### src/rtl/pru_sched_pkg.sv
// Shared definitions for the PRU command scheduler: FSM states, beat address
// offsets and the command word field layout understood by the PRU preprocessor.
package pru_sched_pkg;

    typedef enum logic [1:0] {
        IDLE  = 2'd0,
        BEAT0 = 2'd1,
        BEAT1 = 2'd2,
        GAP   = 2'd3
    } sched_state_e;

    localparam logic [7:0] BEAT0_OFS = 8'h00;
    localparam logic [7:0] BEAT1_OFS = 8'h04;

    // Word 0 layout
    localparam int ROW_LSB    = 0;
    localparam int ROW_W      = 9;
    localparam int COL_LSB    = 9;
    localparam int COL_W      = 10;
    localparam int COLOR_LSB  = 19;
    localparam int COLOR_W    = 2;
    localparam int SHAPE_LSB  = 21;
    localparam int SHAPE_W    = 2;

    // Word 1 layout
    localparam int HR_LSB     = 0;
    localparam int HR_W       = 9;
    localparam int WIDTH_LSB  = 9;
    localparam int WIDTH_W    = 10;
    localparam int SUB_BIT    = 19;
    localparam int CLOAD_BIT  = 20;

    function automatic logic [31:0] beat_addr(input logic [23:0] base, input logic [7:0] ofs);
        return {base, ofs};
    endfunction

endpackage

### src/rtl/rr_arbiter2.sv
// Two-way round-robin pick. The pointer names the requester examined first;
// ptr_nxt hands priority to the other side after a grant.
module rr_arbiter2 (
    input  logic       advance,
    input  logic [1:0] req,
    input  logic       ptr,
    output logic [1:0] grant,
    output logic       ptr_nxt
);

    logic [1:0] pick_s;

    // Priority decode on {pointer, request vector}
    always_comb begin
        pick_s = 2'b00;
        case ({ptr, req})
            3'b0_01, 3'b0_11, 3'b1_01: pick_s = 2'b01;
            3'b0_10, 3'b1_10, 3'b1_11: pick_s = 2'b10;
            default:                   pick_s = 2'b00;
        endcase
    end

    // Gate the pick with the advance strobe and derive the next pointer
    always_comb begin
        grant   = 2'b00;
        ptr_nxt = ptr;
        if (advance) begin
            grant = pick_s;
            if (pick_s[0]) begin
                ptr_nxt = 1'b1;
            end else if (pick_s[1]) begin
                ptr_nxt = 1'b0;
            end else begin
                ptr_nxt = ptr;
            end
        end else begin
            grant   = 2'b00;
            ptr_nxt = ptr;
        end
    end

endmodule

### src/rtl/pru_cmd_scheduler.sv
// Arbitrates CPU and overlay-engine draw commands and issues each as two
// acknowledged bus beats into the PRU preprocessor write window.
module pru_cmd_scheduler
    import pru_sched_pkg::*;
#(
    parameter logic [23:0] PRU_BASE   = 24'h400001,
    parameter int          GAP_CYCLES = 2
) (
    input  logic             clk,
    input  logic             rst,
    input  logic [1:0]       req_valid,
    input  logic [1:0][31:0] req_word0,
    input  logic [1:0][31:0] req_word1,
    output logic [1:0]       req_grant,
    output logic [1:0]       req_done,
    output logic             write,
    output logic [31:0]      bus_addr,
    output logic [31:0]      data,
    input  logic             ack,
    input  logic             busy,
    output logic             active,
    output logic [15:0]      cmd_count
);

    localparam int GAP_W = (GAP_CYCLES > 2) ? $clog2(GAP_CYCLES) : 1;
    localparam logic [GAP_W-1:0] GAP_LOAD = GAP_W'((GAP_CYCLES > 0) ? GAP_CYCLES - 1 : 0);

    sched_state_e       state_r;
    logic               rr_ptr_r;
    logic               winner_r;
    logic [31:0]        word1_r;
    logic [GAP_W-1:0]   gap_cnt_r;
    logic [1:0]         req_grant_r;
    logic [1:0]         req_done_r;
    logic               write_r;
    logic [31:0]        bus_addr_r;
    logic [31:0]        data_r;
    logic               active_r;
    logic [15:0]        cmd_count_r;

    logic               advance_s;
    logic [1:0]         pick_s;
    logic               ptr_nxt_s;
    logic               ack_ok_s;

    // Arbitration is only offered while idle and the rasteriser is free
    always_comb begin
        advance_s = 1'b0;
        if ((state_r == IDLE) && !busy) begin
            advance_s = 1'b1;
        end else begin
            advance_s = 1'b0;
        end
    end

    // A floating ack compares unknown here and is therefore treated as wait
    assign ack_ok_s = (ack == 1'b1);

    rr_arbiter2 u_arb (
        .advance (advance_s),
        .req     (req_valid),
        .ptr     (rr_ptr_r),
        .grant   (pick_s),
        .ptr_nxt (ptr_nxt_s)
    );

    // Command FSM with all bus and handshake outputs registered
    always_ff @(posedge clk or posedge rst) begin
        if (rst) begin
            state_r     <= IDLE;
            rr_ptr_r    <= 1'b0;
            winner_r    <= 1'b0;
            word1_r     <= 32'h0000_0000;
            gap_cnt_r   <= '0;
            req_grant_r <= 2'b00;
            req_done_r  <= 2'b00;
            write_r     <= 1'b0;
            bus_addr_r  <= 32'h0000_0000;
            data_r      <= 32'h0000_0000;
            active_r    <= 1'b0;
            cmd_count_r <= 16'h0000;
        end else begin
            req_grant_r <= 2'b00;
            req_done_r  <= 2'b00;
            case (state_r)
                IDLE: begin
                    if (pick_s != 2'b00) begin
                        state_r     <= BEAT0;
                        rr_ptr_r    <= ptr_nxt_s;
                        winner_r    <= pick_s[1];
                        req_grant_r <= pick_s;
                        word1_r     <= req_word1[pick_s[1]];
                        data_r      <= req_word0[pick_s[1]];
                        bus_addr_r  <= beat_addr(PRU_BASE, BEAT0_OFS);
                        write_r     <= 1'b1;
                        active_r    <= 1'b1;
                    end
                end
                BEAT0: begin
                    if (ack_ok_s) begin
                        state_r    <= BEAT1;
                        bus_addr_r <= beat_addr(PRU_BASE, BEAT1_OFS);
                        data_r     <= word1_r;
                    end
                end
                BEAT1: begin
                    if (ack_ok_s) begin
                        req_done_r  <= winner_r ? 2'b10 : 2'b01;
                        cmd_count_r <= cmd_count_r + 16'h0001;
                        write_r     <= 1'b0;
                        bus_addr_r  <= 32'h0000_0000;
                        data_r      <= 32'h0000_0000;
                        if (GAP_CYCLES == 0) begin
                            state_r  <= IDLE;
                            active_r <= 1'b0;
                        end else begin
                            state_r   <= GAP;
                            gap_cnt_r <= GAP_LOAD;
                        end
                    end
                end
                GAP: begin
                    if (gap_cnt_r == '0) begin
                        state_r  <= IDLE;
                        active_r <= 1'b0;
                    end else begin
                        gap_cnt_r <= gap_cnt_r - 1'b1;
                    end
                end
                default: begin
                    state_r    <= IDLE;
                    write_r    <= 1'b0;
                    bus_addr_r <= 32'h0000_0000;
                    data_r     <= 32'h0000_0000;
                    active_r   <= 1'b0;
                end
            endcase
        end
    end

    assign req_grant = req_grant_r;
    assign req_done  = req_done_r;
    assign write     = write_r;
    assign bus_addr  = bus_addr_r;
    assign data      = data_r;
    assign active    = active_r;
    assign cmd_count = cmd_count_r;

endmodule

### config.mk
export PLATFORM = sky130hd
export DESIGN_NAME = pru_cmd_scheduler
export DESIGN_NICKNAME = d
export VERILOG_FILES = /design/src/rtl/pru_sched_pkg.sv /design/src/rtl/rr_arbiter2.sv /design/src/rtl/pru_cmd_scheduler.sv
export SDC_FILE = /design/constraint.sdc
export NUM_CORES = 1
export LEC_CHECK = 0
export CAP_MARGIN = 10
export CORE_MARGIN = 2
export CORE_UTILIZATION = 39
export DETAILED_ROUTE_END_ITERATION = 12
export GPL_ROUTABILITY_DRIVEN = 0
export PLACE_DENSITY_LB_ADDON = 0.12
export SYNTH_ARGS = -nofsm -noshare
export SYNTH_HDL_FRONTEND = slang
export SYNTH_HIERARCHICAL = 1
export SYNTH_SLANG_ARGS = --single-unit
### constraint.sdc
create_clock -name clk -period 2.55 [get_ports clk]
set_input_delay 0.255 -clock clk [delete_from_list [all_inputs] [get_ports clk]]
set_output_delay 0.255 -clock clk [all_outputs]
set_load 0.01 [all_outputs]
# After elaboration in Yosys (flattened, before gate mapping)
# Index checks and enable logic that the tools add are counted.
[word_totals]
regBits = 123
elab_cells = 81
[op_classes]
n_mux = 34
n_eq_ne = 13
reduce_logical = 19
n_addsub = 2
order_cmp = 1
[ops]
columns = ["operator", "count"]
rows = [
  ["$mux 32", 9],
  ["$pmux 32 s3", 2],
  ["$mux 2", 10],
  ["$add 16x1->16 const B", 1],
  ["$reduce_and 4->1", 3],
  ["$reduce_bool 2->1", 5],
  ["$eq 3x3->1 const B", 3],
  ["$mux 1", 8],
  ["$pmux 2 s4", 1],
  ["$eq 3x2->1 const B", 2],
  ["$ne 2x2->1 const B", 3],
  ["$pmux 1 s2", 3],
  ["$reduce_and 2->1", 3],
  ["$reduce_and 3->1", 2],
  ["$reduce_or 3->1", 2],
  ["$eq 2x2->1 const B", 2],
  ["$pmux 2 s2", 1],
  ["$eq 3x1->1 const B", 1],
  ["$reduce_bool 3->1", 1],
  ["$eq 2x1->1 const B", 1],
  ["$logic_not 2->1", 1],
  ["$lt 1x2->1 const B", 1],
  ["$ne 2x1->1 const B", 1],
  ["$logic_and 1x1->1", 1],
  ["2 further kinds", 2],
]

# Longest topological paths before layout
[depth]
ltp_word = 8
ltp_mapped = 12

# By module
# The synthesis kept the hierarchy.
[by_module_without_submodules]
columns = ["module", "cells_each", "area_each_um2", "n_inst"]
rows = [
  ["pru_cmd_scheduler", 463, 5084.9, 1],
  ["rr_arbiter2", 7, 36.3, 1],
]

# Least setup slack after synthesis
# No wires, ideal clock.
[synth_timing]
path_kind = "register to register"
start = "register state_r[0]"
end = "register bus_addr_r[2] (netlist: bus_addr[2])"
n_path_buf = 1
path_stages_with_launch = 12
arrival_time_ns = 2.310
setup_slack_ns = 0.115
path_cell_list = "dfrtp_1 -> inv_1 -> ha_1 -> inv_1 -> nor2_1 -> nand2_1 -> a21oi_1 -> nor2_8 -> o2bb2ai_4 -> nor2_8 -> buf_6 -> mux2_4"
[synth_via]
elab_chain_len = 7
word_cells_on_any_way = 13
classes_between = "5 x eq/ne; 3 x mux; 5 x reduce/logical"
[synth_rtl]
columns = ["item", "line", "rtl"]
rows = [
  ["from (decl)", "pru_cmd_scheduler.sv:28", "sched_state_e state_r;"],
  ["from (signal assigned)", "pru_cmd_scheduler.sv:70", "state_r <= IDLE;"],
  ["from (signal assigned)", "pru_cmd_scheduler.sv:88", "state_r <= BEAT0;"],
  ["from (signal assigned)", "pru_cmd_scheduler.sv:101", "state_r <= BEAT1;"],
  ["$logic_not 2->1", "pru_cmd_scheduler.sv:49", "if ((state_r == IDLE) && !busy) begin"],
  ["$logic_and 1x1->1", "pru_cmd_scheduler.sv:49", ""],
  ["$mux 1", "pru_cmd_scheduler.sv:49", ""],
  ["named net advance_s", "pru_cmd_scheduler.sv:41", "logic advance_s;"],
  ["$mux 2", "rr_arbiter2.sv:27", "if (advance) begin"],
  ["named net pick_s[0]", "pru_cmd_scheduler.sv:42", "logic [1:0] pick_s;"],
  ["$reduce_bool 2->1", "pru_cmd_scheduler.sv:87", "if (pick_s != 2'b00) begin"],
  ["$ne 2x1->1 (no source line)", "n/a", ""],
  ["$reduce_and 4->1 (no source line)", "n/a", ""],
  ["to (signal assigned)", "pru_cmd_scheduler.sv:94", "bus_addr_r <= beat_addr(PRU_BASE, BEAT0_OFS);"],
  ["to (signal assigned)", "pru_cmd_scheduler.sv:102", "bus_addr_r <= beat_addr(PRU_BASE, BEAT1_OFS);"],
  ["to (decl)", "pru_cmd_scheduler.sv:36", "logic [31:0] bus_addr_r;"],
]
# The timed path passes the listed nets, and every way through them passes these cells.
# A chain may end at the register's enable or synchronous reset.

# Worst setup path after layout
[layout_timing]
start = "register state_r[0]"
end = "register data_r[29] (netlist: data[29])"
[layout_via]
elab_chain_len = 8
word_cells_on_any_way = 16
classes_between = "5 x eq/ne; 6 x mux; 5 x reduce/logical"
[layout_rtl]
columns = ["item", "line", "rtl"]
rows = [
  ["$logic_not 2->1 (*)", "pru_cmd_scheduler.sv:49", ""],
  ["$logic_and 1x1->1 (*)", "pru_cmd_scheduler.sv:49", ""],
  ["$mux 1 (*)", "pru_cmd_scheduler.sv:49", ""],
  ["named net advance_s", "pru_cmd_scheduler.sv:41", ""],
  ["$mux 2 (*)", "rr_arbiter2.sv:27", ""],
  ["named net pick_s[1]", "pru_cmd_scheduler.sv:42", ""],
  ["$mux 32 (implied by the code) (2 in a row)", "pru_cmd_scheduler.sv:93", "data_r <= req_word0[pick_s[1]];"],
  ["$mux 32", "pru_cmd_scheduler.sv:87", ""],
  ["$pmux 32 s3", "pru_cmd_scheduler.sv:85", "case (state_r)"],
  ["to (signal assigned)", "pru_cmd_scheduler.sv:93", ""],
  ["to (signal assigned)", "pru_cmd_scheduler.sv:103", "data_r <= word1_r;"],
  ["to (decl)", "pru_cmd_scheduler.sv:37", "logic [31:0] data_r;"],
]
# The timed path passes the listed nets; every way through them passes the cells marked *. The select of a mux whose other input is x is not followed.

==> flow_metrics.py <==
metrics = {
    "timing": {
        "finClkSkew_ns": 0.00808,
        "clock.fmax_mhz": 417,
        "fin_setup_tns_ns": 0,
        "timing.final.crit_share_pct": 94.1,
        "rsz0062_at_grt": "false",
        "worstMarginPinSlew_ns": 0.891,
        "maxSlewHeadroom_pct": 40.6,
        "setup-violations-final": 0,
        "hold_violations": 0,
        "fin_crit_ns": 2.40,
        "finalMaxSlewViolations": 0,
    },
    "route": {
        "ant_nets": 0,
        "drc": 0,
        "wire_per_inst_um": 15.2,
        "routed_wl_mm": 12.7,
        "vias": 3960,
        "first_pass_iters": 4,
        "vias_per_cell": 4.76,
        "drt-initial-drc-count": 178,
    },
    "placed_design": {
        "dp_hpwl_mm": 9.16,
        "io_buffers": 190,
        "placed_cells": 814,
        "place_area_sq_um": 7140,
    },
    "synthesis": {
        "syn_area_sq_um": 5120,
        "ys_warn_count": 6,
        "synth_top_area_cell": "dfrtp_1",
        "yosysSeqAreaShare_pct": 45.4,
        "synth_area_per_cell_sq_um": 10.9,
        "yosysMostFrequentCell": "dfrtp_1",
        "synth_area_leaders": "dfrtp_1 45%, mux2i_1 13%, mux2_4 8.8%, o21ai_0 6.2%, buf_4 5.1%",
        "netlist-cell-type-count": 34,
        "yosysTopAreaCellShare_pct": 45.4,
        "synthFlopType": "dfrtp_1",
        "synth-edff-count": 0,
        "synthTopCellsByCount": "93 x dfrtp_1, 65 x mux2i_1, 63 x o21ai_0",
        "synth-async-reset-ratio_pct": 100,
        "synthCells": 470,
        "synth-seq-cells": 93,
    },
    "global_route": {
        "grt_pass1_wl_mm": 20.8,
        "grt_pass1_vias": 4145,
        "grt.total_usage_pct": 18.5,
        "gr-total-overflow": 0,
        "grt_max_degree": 94,
        "antenna_found_initial": 0,
    },
    "min_path": {
        "hp-class": "input port to asynchronous set/reset pin",
    },
    "pwr": {
        "powerDensity_nw_per_um2": 1010,
        "ir_drop_mv": 0.482,
        "total_power_uw": 7580,
        "p_leak_uw": 0.00316,
    },
    "layout": {
        "diodes": 0,
        "drive_gt1_share_pct": 12.0,
        "syn2layout_area_growth_pct": 46.7,
        "layout.nets": 795,
        "final_cell_area_sq_um": 7510,
        "stdcell_count": 832,
    },
    "floorplanning": {
        "core-area_sq_um": 12700,
        "die_h_um": 119,
        "start_util_pct": 40.3,
        "num_io_pins": 220,
        "rows": 41,
        "die_w_um": 119,
        "fp.dieArea_sq_um": 14100,
    },
    "cts": {
        "htreeDepth": 3,
        "holdBufCountCts": 0,
        "clockRootBuffer": "clkbuf_16",
        "clk_latency_ns": 0.35,
        "cts_tree": "built",
        "clock-sinks": 93,
        "path_clk_slew_ns": 0.07,
        "numCtsBuffers": 9,
        "cts_buffer_depth": 2,
    },
    "critical_path": {
        "endpoint_kind": "register",
        "crit_path_start": "state_r[0]$_DFFE_PP0P_",
        "r2r_slack_ns": 0.15,
        "r2r_end": "data[29]$_DFFE_PP0P_",
        "critPathRequiredTime_ns": 2.78,
        "worstReg2RegStart": "state_r[0]$_DFFE_PP0P_",
        "worstSetupPathType": "register to register",
        "cp.arrival_ns": 2.63,
        "critPathLaunchType": "register",
        "endpoint": "data[29]$_DFFE_PP0P_",
        "r2r_cells": 12,
        "worstPathMaxFanout": 13,
    },
    "run_status": {
        "outcome": "completed",
    },
    "flow_run": {
        "drv_cap": 0,
    },
}
-- worst min path at each step --
stage                              start                 endpoint  slack (ns)  cells after the start
floorplan           winner_r$_DFFE_PP0P_    req_done[0]$_DFF_PP0_        0.42                      1
global placement    winner_r$_DFFE_PP0P_    req_done[0]$_DFF_PP0_        0.44                      1
detailed placement  winner_r$_DFFE_PP0P_    req_done[0]$_DFF_PP0_        0.44                      1
CTS                                  rst     data[10]$_DFFE_PP0P_        0.43                      3
global route                         rst  word1_r[10]$_DFFE_PP0P_        0.45                      3
finish                               rst     data[10]$_DFFE_PP0P_        0.40                      3
-- layer usage --
layer  track usage (%)  part of all wire [%]  vias up
met5                 0                     0        -
met4              7.29                   1.7        0
met3              4.63                   6.5       15
met2              31.0                    50      144
met1              22.7                    42     1865
li1                  -                     -     1936
-- critical path: stages (launching register included) --
cell	delay, ns
dfrtp_1	0.42
inv_1	0.12
ha_2	0.19
inv_1	0.06
nor2_2	0.14
nand2_1	0.10
a21oi_4	0.23
buf_12	0.15
nor2_8	0.04
o2bb2ai_4	0.13
nor2_8	0.16
buf_12	0.18
mux2_2	0.35
-- cell type report --
class / count / area [sq um]
Clock buffer: 11 / 243
Clock inverter: 5 / 83.8
Fill cell: 1167 / 5210
Inverter: 9 / 37.5
Multi-Input combinational cell: 337 / 2470
Sequential cell: 93 / 2330
Tap cell: 172 / 215
Timing Repair Buffer: 205 / 2130
-- what timing repair did --
| action | CTS | global route |
|---|---|---|
| buffers inserted | 0 | 1 |
| gates resized for setup | 0 | 1 |
| setup endpoints to repair | 0 | 13 |
-- cells by family (layout without fill, tap and decap cells) --
family	after synthesis	after routing	synth area share, %
adders and majority gates	6	6	1.47
muxes	101	101	22.8
buffers and inverters	68	230	8.87
other	1	29	0.0732
xor gates and xnor gates	15	15	2.57
DFF	93	93	45.4
AOI/OAI and AO/OA	81	81	8.70
and+or+nand+nor	105	105	10.1
-- where the power goes --
part           total (uW)  internal (uW)  switching, uW
Combinational        3730           2050           1680
Sequential           2390           2030            357
Clock                1460            888            570
-- cells in the final DEF, fill, tap and decap left out, types with 2 or more instances in the layout --
cell type	Yosys	routed
clkinvlp_4	0	3
clkdlybuf4s50_1	0	190
clkbuf_16	0	10
a21oi_1	6	5
xor2_1	6	6
o21ai_1	5	5
mux2i_1	65	65
a21o_1	2	2
conb_1	1	29
mux2_4	30	30
nand3_1	24	24
nand4_1	4	4
buf_4	35	6
o21ai_0	63	62
and3_1	3	3
dfrtp_1	93	93
nand2_1	56	56
bufinv_16	0	2
mux2_2	6	6
buf_12	0	8
xnor2_1	9	9
a22o_1	2	2
nor2_1	9	8
ha_1	6	5
inv_1	9	8
nor2_2	2	3
nor2_8	2	2
-- registers in the layout, summed over array words and instances, names as in the netlist --
signal,flops
state_r,2
req_grant,2
write,1
active,1
bus_addr,2
cmd_count,16
data,32
req_done,2
rr_ptr_r,1
gap_cnt_r,1
word1_r,32
winner_r,1
-- through the flow --
| stage | worst slack, ns | hold WS (ns) | utilization (%) |
|---|---|---|---|
| global route | 0.0280 | 0.448 | 59.0 |
| CTS | 0.0730 | 0.427 | 58.7 |
| finish | 0.151 | 0.402 | 59.0 |
| global placement | 0.245 | 0.438 | 56.1 |
| floorplan | 0.115 | 0.418 | - |
| detailed placement | 0.0699 | 0.443 | 56.1 |
Note: power is estimated with default switching activity, not from simulation.
